$ cat src/rtl/hazard_pkg.sv
// Shared types and defaults for the pipeline hazard-resolution controller.
// No logic, so no latency.
// No flow control.
package hazard_pkg;

    // Default widths and limits. Instances may override them through module parameters.
    localparam int DEF_REG_ADDR_W  = 5;
    localparam int DEF_CNT_W       = 16;
    localparam int DEF_MEM_TIMEOUT = 64;

    // Memory-wait tracker state.
    // MEM_WAIT means that the previous cycle froze the pipe on a data-memory access.
    typedef enum logic {
        MEM_IDLE = 1'b0,
        MEM_WAIT = 1'b1
    } mem_state_t;

    // The seven hold/clear strobes that go to the PC and to the pipeline registers.
    typedef struct packed {
        logic stall_f;
        logic stall_d;
        logic stall_e;
        logic stall_m;
        logic flush_d;
        logic flush_e;
        logic flush_w;
    } hazard_ctrl_t;

    localparam hazard_ctrl_t CTRL_NONE = '{default: 1'b0};

    // Returns 1 when a load in execute writes a register that decode reads.
    // x0 is hard-wired to zero, so a load into x0 never creates a dependency.
    function automatic logic load_use_hit(
        input logic       mem_read,
        input logic [7:0] rd,
        input logic [7:0] rs1,
        input logic [7:0] rs2
    );
        return mem_read && (rd != 8'd0) && ((rd == rs1) || (rd == rs2));
    endfunction

endpackage

$ cat src/rtl/hazard_sat_counter.sv
// Saturating event counter: it counts up by one on each cycle where inc is high and stops at all-ones.
// Latency: the count shows the change one cycle after inc.
// No backpressure. An inc pulse that arrives while the counter is saturated is dropped.
module sat_counter #(
    parameter int W = 16
) (
    input  logic         clk,
    input  logic         rst_n,
    input  logic         inc,
    output logic [W-1:0] value
);

    localparam logic [W-1:0] MAX_VAL = {W{1'b1}};

    logic [W-1:0] value_q;
    logic [W-1:0] value_d;

    // Compute the next count. The counter holds at its maximum value and does not wrap.
    always_comb begin
        value_d = value_q;
        if (inc && (value_q != MAX_VAL)) begin
            value_d = value_q + 1'b1;
        end
    end

    // Count register. It clears at once when reset goes low.
    always_ff @(posedge clk or negedge rst_n) begin
        if (!rst_n) begin
            value_q <= '0;
        end else begin
            value_q <= value_d;
        end
    end

    assign value = value_q;

endmodule

$ cat src/rtl/hazard_unit.sv
// Resolves pipeline hazards: it freezes the pipe during memory waits, flushes on a taken branch and stalls on a load-use dependency.
// Latency: the control outputs are combinational in the same cycle. The error flag and counters update one cycle later.
// Backpressure: mem_ready_M low with MemReq_M high freezes F/D/E/M and inserts a bubble into W until the access completes.
module hazard_unit
    import hazard_pkg::*;
#(
    parameter int REG_ADDR_W  = DEF_REG_ADDR_W,
    parameter int CNT_W       = DEF_CNT_W,
    parameter int MEM_TIMEOUT = DEF_MEM_TIMEOUT
) (
    input  logic                  clk,
    input  logic                  rst_n,
    input  logic [REG_ADDR_W-1:0] rs1_D,
    input  logic [REG_ADDR_W-1:0] rs2_D,
    input  logic [REG_ADDR_W-1:0] rd_E,
    input  logic                  MemRead_E,
    input  logic                  PCSrc_E,
    input  logic                  MemReq_M,
    input  logic                  mem_ready_M,
    output logic                  Stall_F,
    output logic                  Stall_D,
    output logic                  Stall_E,
    output logic                  Stall_M,
    output logic                  Flush_D,
    output logic                  Flush_E,
    output logic                  Flush_W,
    output logic                  PCSrc_F,
    output logic                  mem_timeout_err,
    output logic [CNT_W-1:0]      load_use_cnt,
    output logic [CNT_W-1:0]      flush_cnt,
    output logic [CNT_W-1:0]      mem_wait_cnt
);

    // The wait counter must be able to hold MEM_TIMEOUT itself.
    localparam int                WCTR_W    = $clog2(MEM_TIMEOUT + 1);
    localparam logic [WCTR_W-1:0] TIMEOUT_C = WCTR_W'(MEM_TIMEOUT);

    // ------------------------------------------------------------------
    // Hazard detection
    // ------------------------------------------------------------------
    logic mem_stall;
    logic lu_hz;
    logic br;

    // Classify this cycle's hazards from the decode, execute and memory stage fields.
    always_comb begin
        mem_stall = MemReq_M & ~mem_ready_M;
        br        = PCSrc_E;
        lu_hz     = load_use_hit(MemRead_E,
                                 8'(rd_E),
                                 8'(rs1_D),
                                 8'(rs2_D));
    end

    // ------------------------------------------------------------------
    // Priority resolution
    // ------------------------------------------------------------------
    hazard_ctrl_t ctrl;
    logic         pcsrc_raw;
    logic         br_act;
    logic         lu_act;

    // A memory freeze beats a redirect, and a redirect beats a load-use bubble.
    // During a freeze the redirect waits, because the frozen E stage keeps PCSrc_E asserted until the release cycle.
    always_comb begin
        ctrl      = CTRL_NONE;
        pcsrc_raw = 1'b0;
        br_act    = 1'b0;
        lu_act    = 1'b0;
        if (mem_stall) begin
            ctrl.stall_f = 1'b1;
            ctrl.stall_d = 1'b1;
            ctrl.stall_e = 1'b1;
            ctrl.stall_m = 1'b1;
            ctrl.flush_w = 1'b1;
        end else if (br) begin
            ctrl.flush_d = 1'b1;
            ctrl.flush_e = 1'b1;
            pcsrc_raw    = 1'b1;
            br_act       = 1'b1;
        end else if (lu_hz) begin
            ctrl.stall_f = 1'b1;
            ctrl.stall_d = 1'b1;
            ctrl.flush_e = 1'b1;
            lu_act       = 1'b1;
        end
    end

    // While reset is low, every pipeline control is held at 0 regardless of the inputs.
    assign Stall_F = rst_n & ctrl.stall_f;
    assign Stall_D = rst_n & ctrl.stall_d;
    assign Stall_E = rst_n & ctrl.stall_e;
    assign Stall_M = rst_n & ctrl.stall_m;
    assign Flush_D = rst_n & ctrl.flush_d;
    assign Flush_E = rst_n & ctrl.flush_e;
    assign Flush_W = rst_n & ctrl.flush_w;
    assign PCSrc_F = rst_n & pcsrc_raw;

    // ------------------------------------------------------------------
    // Memory-wait tracker and timeout detection
    // ------------------------------------------------------------------
    mem_state_t        state_q;
    mem_state_t        state_d;
    logic [WCTR_W-1:0] wait_ctr_q;
    logic [WCTR_W-1:0] wait_ctr_d;
    logic              err_q;
    logic              err_d;

    // Track how long the memory has held the pipe.
    // A request that is dropped counts as complete. The tracker only observes and never releases the pipe itself.
    always_comb begin
        state_d    = state_q;
        wait_ctr_d = wait_ctr_q;
        err_d      = err_q;
        unique case (state_q)
            MEM_IDLE: begin
                if (mem_stall) begin
                    state_d    = MEM_WAIT;
                    wait_ctr_d = '0;
                end
            end
            MEM_WAIT: begin
                if (!mem_stall) begin
                    state_d = MEM_IDLE;
                end else begin
                    if (wait_ctr_q != TIMEOUT_C) begin
                        wait_ctr_d = wait_ctr_q + 1'b1;
                    end
                    if (wait_ctr_d == TIMEOUT_C) begin
                        err_d = 1'b1;
                    end
                end
            end
            default: begin
                state_d    = MEM_IDLE;
                wait_ctr_d = '0;
            end
        endcase
    end

    // Tracker registers. Reset abandons any wait in progress and clears the sticky error.
    always_ff @(posedge clk or negedge rst_n) begin
        if (!rst_n) begin
            state_q    <= MEM_IDLE;
            wait_ctr_q <= '0;
            err_q      <= 1'b0;
        end else begin
            state_q    <= state_d;
            wait_ctr_q <= wait_ctr_d;
            err_q      <= err_d;
        end
    end

    assign mem_timeout_err = err_q;

    // ------------------------------------------------------------------
    // Performance counters
    // ------------------------------------------------------------------
    sat_counter #(.W(CNT_W)) u_load_use_cnt (
        .clk   (clk),
        .rst_n (rst_n),
        .inc   (lu_act),
        .value (load_use_cnt)
    );

    sat_counter #(.W(CNT_W)) u_flush_cnt (
        .clk   (clk),
        .rst_n (rst_n),
        .inc   (br_act),
        .value (flush_cnt)
    );

    sat_counter #(.W(CNT_W)) u_mem_wait_cnt (
        .clk   (clk),
        .rst_n (rst_n),
        .inc   (mem_stall),
        .value (mem_wait_cnt)
    );

endmodule
$ cat config.mk
export PLATFORM = sky130hd
export DESIGN_NAME = hazard_unit
export DESIGN_NICKNAME = d
export VERILOG_FILES = /design/src/rtl/hazard_pkg.sv /design/src/rtl/hazard_sat_counter.sv /design/src/rtl/hazard_unit.sv
export SDC_FILE = /design/constraint.sdc
export NUM_CORES = 1
export LEC_CHECK = 0
export CORE_ASPECT_RATIO = 1.25
export CORE_MARGIN = 2
export CORE_UTILIZATION = 52
export CTS_CLUSTER_SIZE = 14
export DETAILED_ROUTE_END_ITERATION = 7
export PLACE_DENSITY = 0.87
export REMOVE_ABC_BUFFERS = 1
export SYNTH_ARGS = -nofsm -noshare
export SYNTH_HDL_FRONTEND = slang
export SYNTH_SLANG_ARGS = --single-unit
$ cat constraint.sdc
create_clock -name clk -period 4.3 [get_ports clk]
set_clock_uncertainty 0.15 [all_clocks]
set_input_delay 0.43 -clock clk [delete_from_list [all_inputs] [get_ports clk]]
set_output_delay 0.43 -clock clk [all_outputs]
set_load 0.02 [all_outputs]
# Word level (Yosys, flattened, before mapping)
# Cells that the tools add are included.
# classes
addsub,4
eq_ne,9
muxes,18
bitwise,11
n_reduce_logical,9
# ops
op,n
16-bit by 1-bit adder with 16-bit output (second input constant),3
16-bit inequality test (second input constant),3
7-bit 2-to-1 mux,5
7-bit one-hot mux with 2 select lines,1
5-bit == test,2
2-bit 2-to-1 mux,5
1-bit AND,9
7-bit by 1-bit adder with 7-bit output (second input constant),1
7-bit == test (second input constant),1
1-bit 2-to-1 mux,7
7-bit inequality test (second input constant),1
1-bit logical AND,5
5-bit nonzero test,1
2-bit by 1-bit inequality test with 1-bit output (second input constant),2
3-bit AND reduction,1
1-bit NOT,2
2-bit AND reduction,1
1-bit logical OR,1
# word_totals
register_bits,57
inputBits,21
output_inout_bits,57
elab_cells,57

# Logic depth before layout (Yosys ltp)
# depth
depth_word,7
mapped_depth,9
mapped_depth_nobuf,7

# Cells and area by module
# From an unflattened synthesis, not the netlist that was laid out.
# hier_totals
hier_cells,303
hier_area_um2,3333.2
# by_module_without_submodules
mod,instances,cells_per_inst,area_each_um2,seq_area_each_um2
sat_counter,3,72,859.6,400.4
hazard_unit,1,87,754.5,225.2

# Worst setup path after synthesis
# OpenSTA, ideal clock, no wires.
# synth_timing
path_type,input -> output
from,input rd_E[1]
to,output Stall_F
arrival_ps,1674
t_required_ps,3720
setup_slack_ps,2046
stages,6
path_buffers,1
cell_sequence,or4_4 o21ai_2 nand2b_1 nor2_1 o21a_1 buf_4
# synth_between
elab_chain_cells,7
# synth_rtl
element,line,source
"start, declared",hazard_unit.sv:15,"input logic [REG_ADDR_W-1:0] rd_E,"
5-bit == test / 5-bit nonzero test (equally long branches),hazard_pkg.sv:39,return mem_read && (rd != 8'd0) && ((rd == rs1) || (rd == rs2));
1-bit logical OR / 1-bit logical AND (equally long branches),hazard_pkg.sv:39,
1-bit logical AND (*),hazard_pkg.sv:39,
2-bit 2-to-1 mux (*),hazard_unit.sv:81,end else if (lu_hz) begin
2-bit 2-to-1 mux (*),hazard_unit.sv:76,end else if (br) begin
2-bit 2-to-1 mux (*),hazard_unit.sv:70,if (mem_stall) begin
1-bit AND (*),hazard_unit.sv:90,assign Stall_F = rst_n & ctrl.stall_f;
"end, declared",hazard_unit.sv:20,"output logic Stall_F,"
# Mark *: on every way between the ends. The rest lies on a longest branch, timed or not.

# Worst setup path in the final report
# Ends and elaborated chain as after synthesis.

==> flow_summary.json <==
{
  "power_leakage_nw": 1.62,
  "drc": 0,
  "max_freq_ghz": 0.323,
  "synthToLayoutAreaGrowth_pct": 33.0,
  "finalSetupTns_ps": 0,
  "clock_latency_ps": 340,
  "ys_seq_elements": 57,
  "reg2reg_depth": 6,
  "hold_viol": 0,
  "crit_top_cell": "clkdlybuf4s50_1",
  "rows": 30,
  "cts_resized": 0,
  "postCtsSetupRepairBufs": 0,
  "maxCapViolCount": 0,
  "dr.pass1.iters": 4,
  "synth_fa_ha_area_frac": 0.0212,
  "chipWidth_um": 71.3,
  "sequentialPowerShare": 0.450,
  "die_h_um": 88.1,
  "gp_congestion": 0.823,
  "path_depth": 7,
  "antenna_found_initial": 0,
  "drive_above_1_share": 0.0856,
  "ys.warnings.count": 0,
  "crit_type": "in2out",
  "grt_max_degree": 47,
  "outcome": "complete, no violations",
  "grt_pass1_wl_mm": 10.9,
  "cp_data_required_time_ps": 3720,
  "crit_family": "buffers and inverters",
  "critPathCaptureType": "output pin",
  "clockBufferDepth": 2,
  "num_vias": 2419,
  "power_mw": 1.55,
  "tightest_slew_ps": 626,
  "cts.sinks": 57,
  "arrival_ps": 2520,
  "h-tree-depth": 3,
  "root_buffer": "clkbuf_8",
  "setup_viol": 0,
  "synthMuxAreaShare": 0.0153,
  "min_period_ps": 3100,
  "p_switching_uw": 507,
  "port_buffers": 77,
  "viasPerCell": 5.52,
  "syn_avg_cell_area_um2": 10.2,
  "drv_slew": 0,
  "cts.clk_slew.worst_paths_ps": 60,
  "critPathMaxStageDelay_ps": 560,
  "grt_usage": 0.222,
  "startpoint_type": "input port",
  "fin_nets": 395,
  "synth_compound_area_frac": 0.0510,
  "grt_overflow": 0,
  "worst_path_max_delay_cell": "or4_4",
  "die_area_mm2": 0.00628,
  "p_sw_frac": 0.326,
  "ios": 78,
  "rsz0062_at_grt": "false",
  "power_density_mw_per_mm2": 397,
  "routed_wirelength_mm": 6.43,
  "num_antenna_cells": 0,
  "share_comb_of_total_power": 0.256,
  "cts_hold_buf": 1,
  "cts_inserted_buffers": 9,
  "wl_per_cell_um": 14.7,
  "ys_seq_area_frac": 0.484,
  "path_cells": "clkdlybuf4s50_1, or4_4, o21ai_2, nand2b_1, nor2_1, o21a_1, clkdlybuf4s50_1",
  "synth-simple-area-share": 0.234,
  "place_area_mm2": 0.00372,
  "start_util": 0.541,
  "hold_path.class": "reg2reg",
  "syn_inst": 289,
  "hold_depth": 1,
  "period_share": 0.720,
  "timing.critical_path.buf_inv": 2,
  "core-area_mm2": 0.00544,
  "synth.distinct_cells": 40,
  "synthXorXnorAreaFrac": 0.161,
  "p_int_mw": 1.05,
  "ir_drop_uv": 293,
  "syn-cell-area_mm2": 0.00294,
  "grt_pass1_vias": 2418,
  "drtIter0Drc": 150,
  "slew_headroom": 0.582,
  "tritoncts": "yes",
  "synth_top_family_by_area": "simple AND/OR/NAND/NOR gates",
  "cp_max_fo": 3,
  "clock_power_share": 0.293,
  "ant_nets": 0,
  "stdcell_area_mm2": 0.00392,
  "dpl.hpwl_mm": 4.62
}
==> area by class of cell <==
class / count / area, µm²
Timing Repair Buffer: 79 / 783
Sequential cell: 57 / 1430
Inverter: 7 / 26.3
Clock buffer: 11 / 151
Clock inverter: 5 / 30.0
Tap cell: 64 / 80.1
Multi-Input combinational cell: 215 / 1420
Fill cell: 385 / 1530
==> power by group through the flow <==
stage,clock network (mW),registers (mW),logic [mW]
global route,0.494,0.710,0.431
global placement,0,0.701,0.388
detailed placement,0,0.705,0.400
CTS,0.460,0.698,0.403
floorplan,0,0.767,0.127
finish,0.456,0.699,0.398
==> cells in the final DEF (no fill, tap or decap), types with 2 or more instances in the layout <==
| cell type | n |
|---|---|
| a21oi_1 | 2 |
| and3_1 | 11 |
| and4_1 | 3 |
| clkbuf_8 | 11 |
| clkdlybuf4s50_1 | 76 |
| clkinv_2 | 3 |
| clkinvlp_4 | 2 |
| dfrtp_1 | 57 |
| ha_1 | 5 |
| inv_1 | 7 |
| mux2_2 | 4 |
| nand2_1 | 34 |
| nand2b_1 | 2 |
| nand3_1 | 25 |
| nand3_2 | 3 |
| nand4_1 | 17 |
| nand4_2 | 2 |
| nor2_1 | 13 |
| nor3_1 | 8 |
| nor4_1 | 3 |
| o21a_1 | 3 |
| o21ai_0 | 8 |
| o31ai_1 | 3 |
| or2_2 | 3 |
| xnor2_1 | 45 |
| xor2_1 | 9 |
==> sequential cells by signal (all words and copies together), names as in the netlist <==
name                  count
wait_ctr_q                7
mem_timeout_err           1
u_mem_wait_cnt.value     16
state_q                   1
u_load_use_cnt.value     16
u_flush_cnt.value        16
==> cell usage after synthesis <==
library cell | count | area [µm²]
nand3_2 | 3 | 30.0
nor4_1 | 3 | 18.8
nand4_2 | 2 | 25.0
a211oi_1 | 1 | 7.51
nand4b_1 | 1 | 8.76
a21o_1 | 1 | 7.51
nor2_1 | 13 | 48.8
a21oi_1 | 2 | 10.0
o22ai_1 | 1 | 6.26
o41ai_1 | 1 | 8.76
mux2_2 | 4 | 45.0
o21ai_2 | 1 | 8.76
o21ai_0 | 8 | 40.0
or2_2 | 3 | 18.8
o211ai_1 | 1 | 7.51
nor3_1 | 8 | 40.0
buf_1 | 1 | 3.75
and4_1 | 3 | 26.3
buf_6 | 1 | 11.3
buf_2 | 1 | 5.00
ha_1 | 5 | 62.6
nor3b_1 | 1 | 7.51
or2_0 | 1 | 6.26
nand3_1 | 25 | 125
dfrtp_1 | 57 | 1430
o31ai_1 | 3 | 22.5
xor2_1 | 9 | 78.8
or4_4 | 1 | 11.3
a41oi_1 | 1 | 8.76
clkbuf_1 | 2 | 7.51
o21a_1 | 3 | 22.5
nand2_1 | 34 | 128
and2_1 | 1 | 6.26
xnor2_1 | 45 | 394
inv_1 | 7 | 26.3
and3_1 | 11 | 68.8
nand2b_1 | 2 | 12.5
nand4_1 | 17 | 106
buf_8 | 1 | 15.0
buf_4 | 4 | 30.0
==> worst paths after layout <==
| kind | from | end | slack (ps) |
|---|---|---|---|
| max | rd_E[1] | Stall_F | 1200 |
| min in group asynchronous | rst_n | u_flush_cnt.value[6] | 380 |
| max in group asynchronous | rst_n | u_mem_wait_cnt.value[7] | 2750 |
| min reg2reg | mem_timeout_err | mem_timeout_err | 320 |
| min | mem_timeout_err | mem_timeout_err | 320 |
| max reg2reg | u_load_use_cnt.value[0] | u_load_use_cnt.value[1] | 1990 |
==> routing by layer <==
metal / vias to the layer above / global-route usage / part of all wire / routed length [µm]
met5: - / 0 / 0 / 0
met4: 0 / 0.0926 / 0.018 / 116
met3: 10 / 0.0702 / 0.053 / 341
met2: 70 / 0.375 / 0.52 / 3320
met1: 1164 / 0.262 / 0.41 / 2650
li1: 1175 / - / - / -
==> stage by stage <==
stage                     setup WS, ps  std cells   util  hold slack (ps)
final                             1200        438  0.720              320
after CTS                         1190        438  0.720              325
after detailed placement          1210        421  0.684              191
after global placement            1200        421  0.684              187
after floorplan                   2160        279      -            -15.6
after global routing              1100        438  0.720              345
==> logic make-up (layout without fill, tap and decap cells) <==
| kind of cell | after synthesis | in the layout |
|---|---|---|
| AND/OR/NAND/NOR | 129 | 129 |
| adder cells (fa/ha/maj) | 5 | 5 |
| buffers and inverters | 17 | 102 |
| multiplexers | 4 | 4 |
| flip-flops | 57 | 57 |
| AO/OA/AOI/OAI | 23 | 23 |
| XOR/XNOR | 54 | 54 |
No activity file was read; power rests on OpenSTA's default activity.
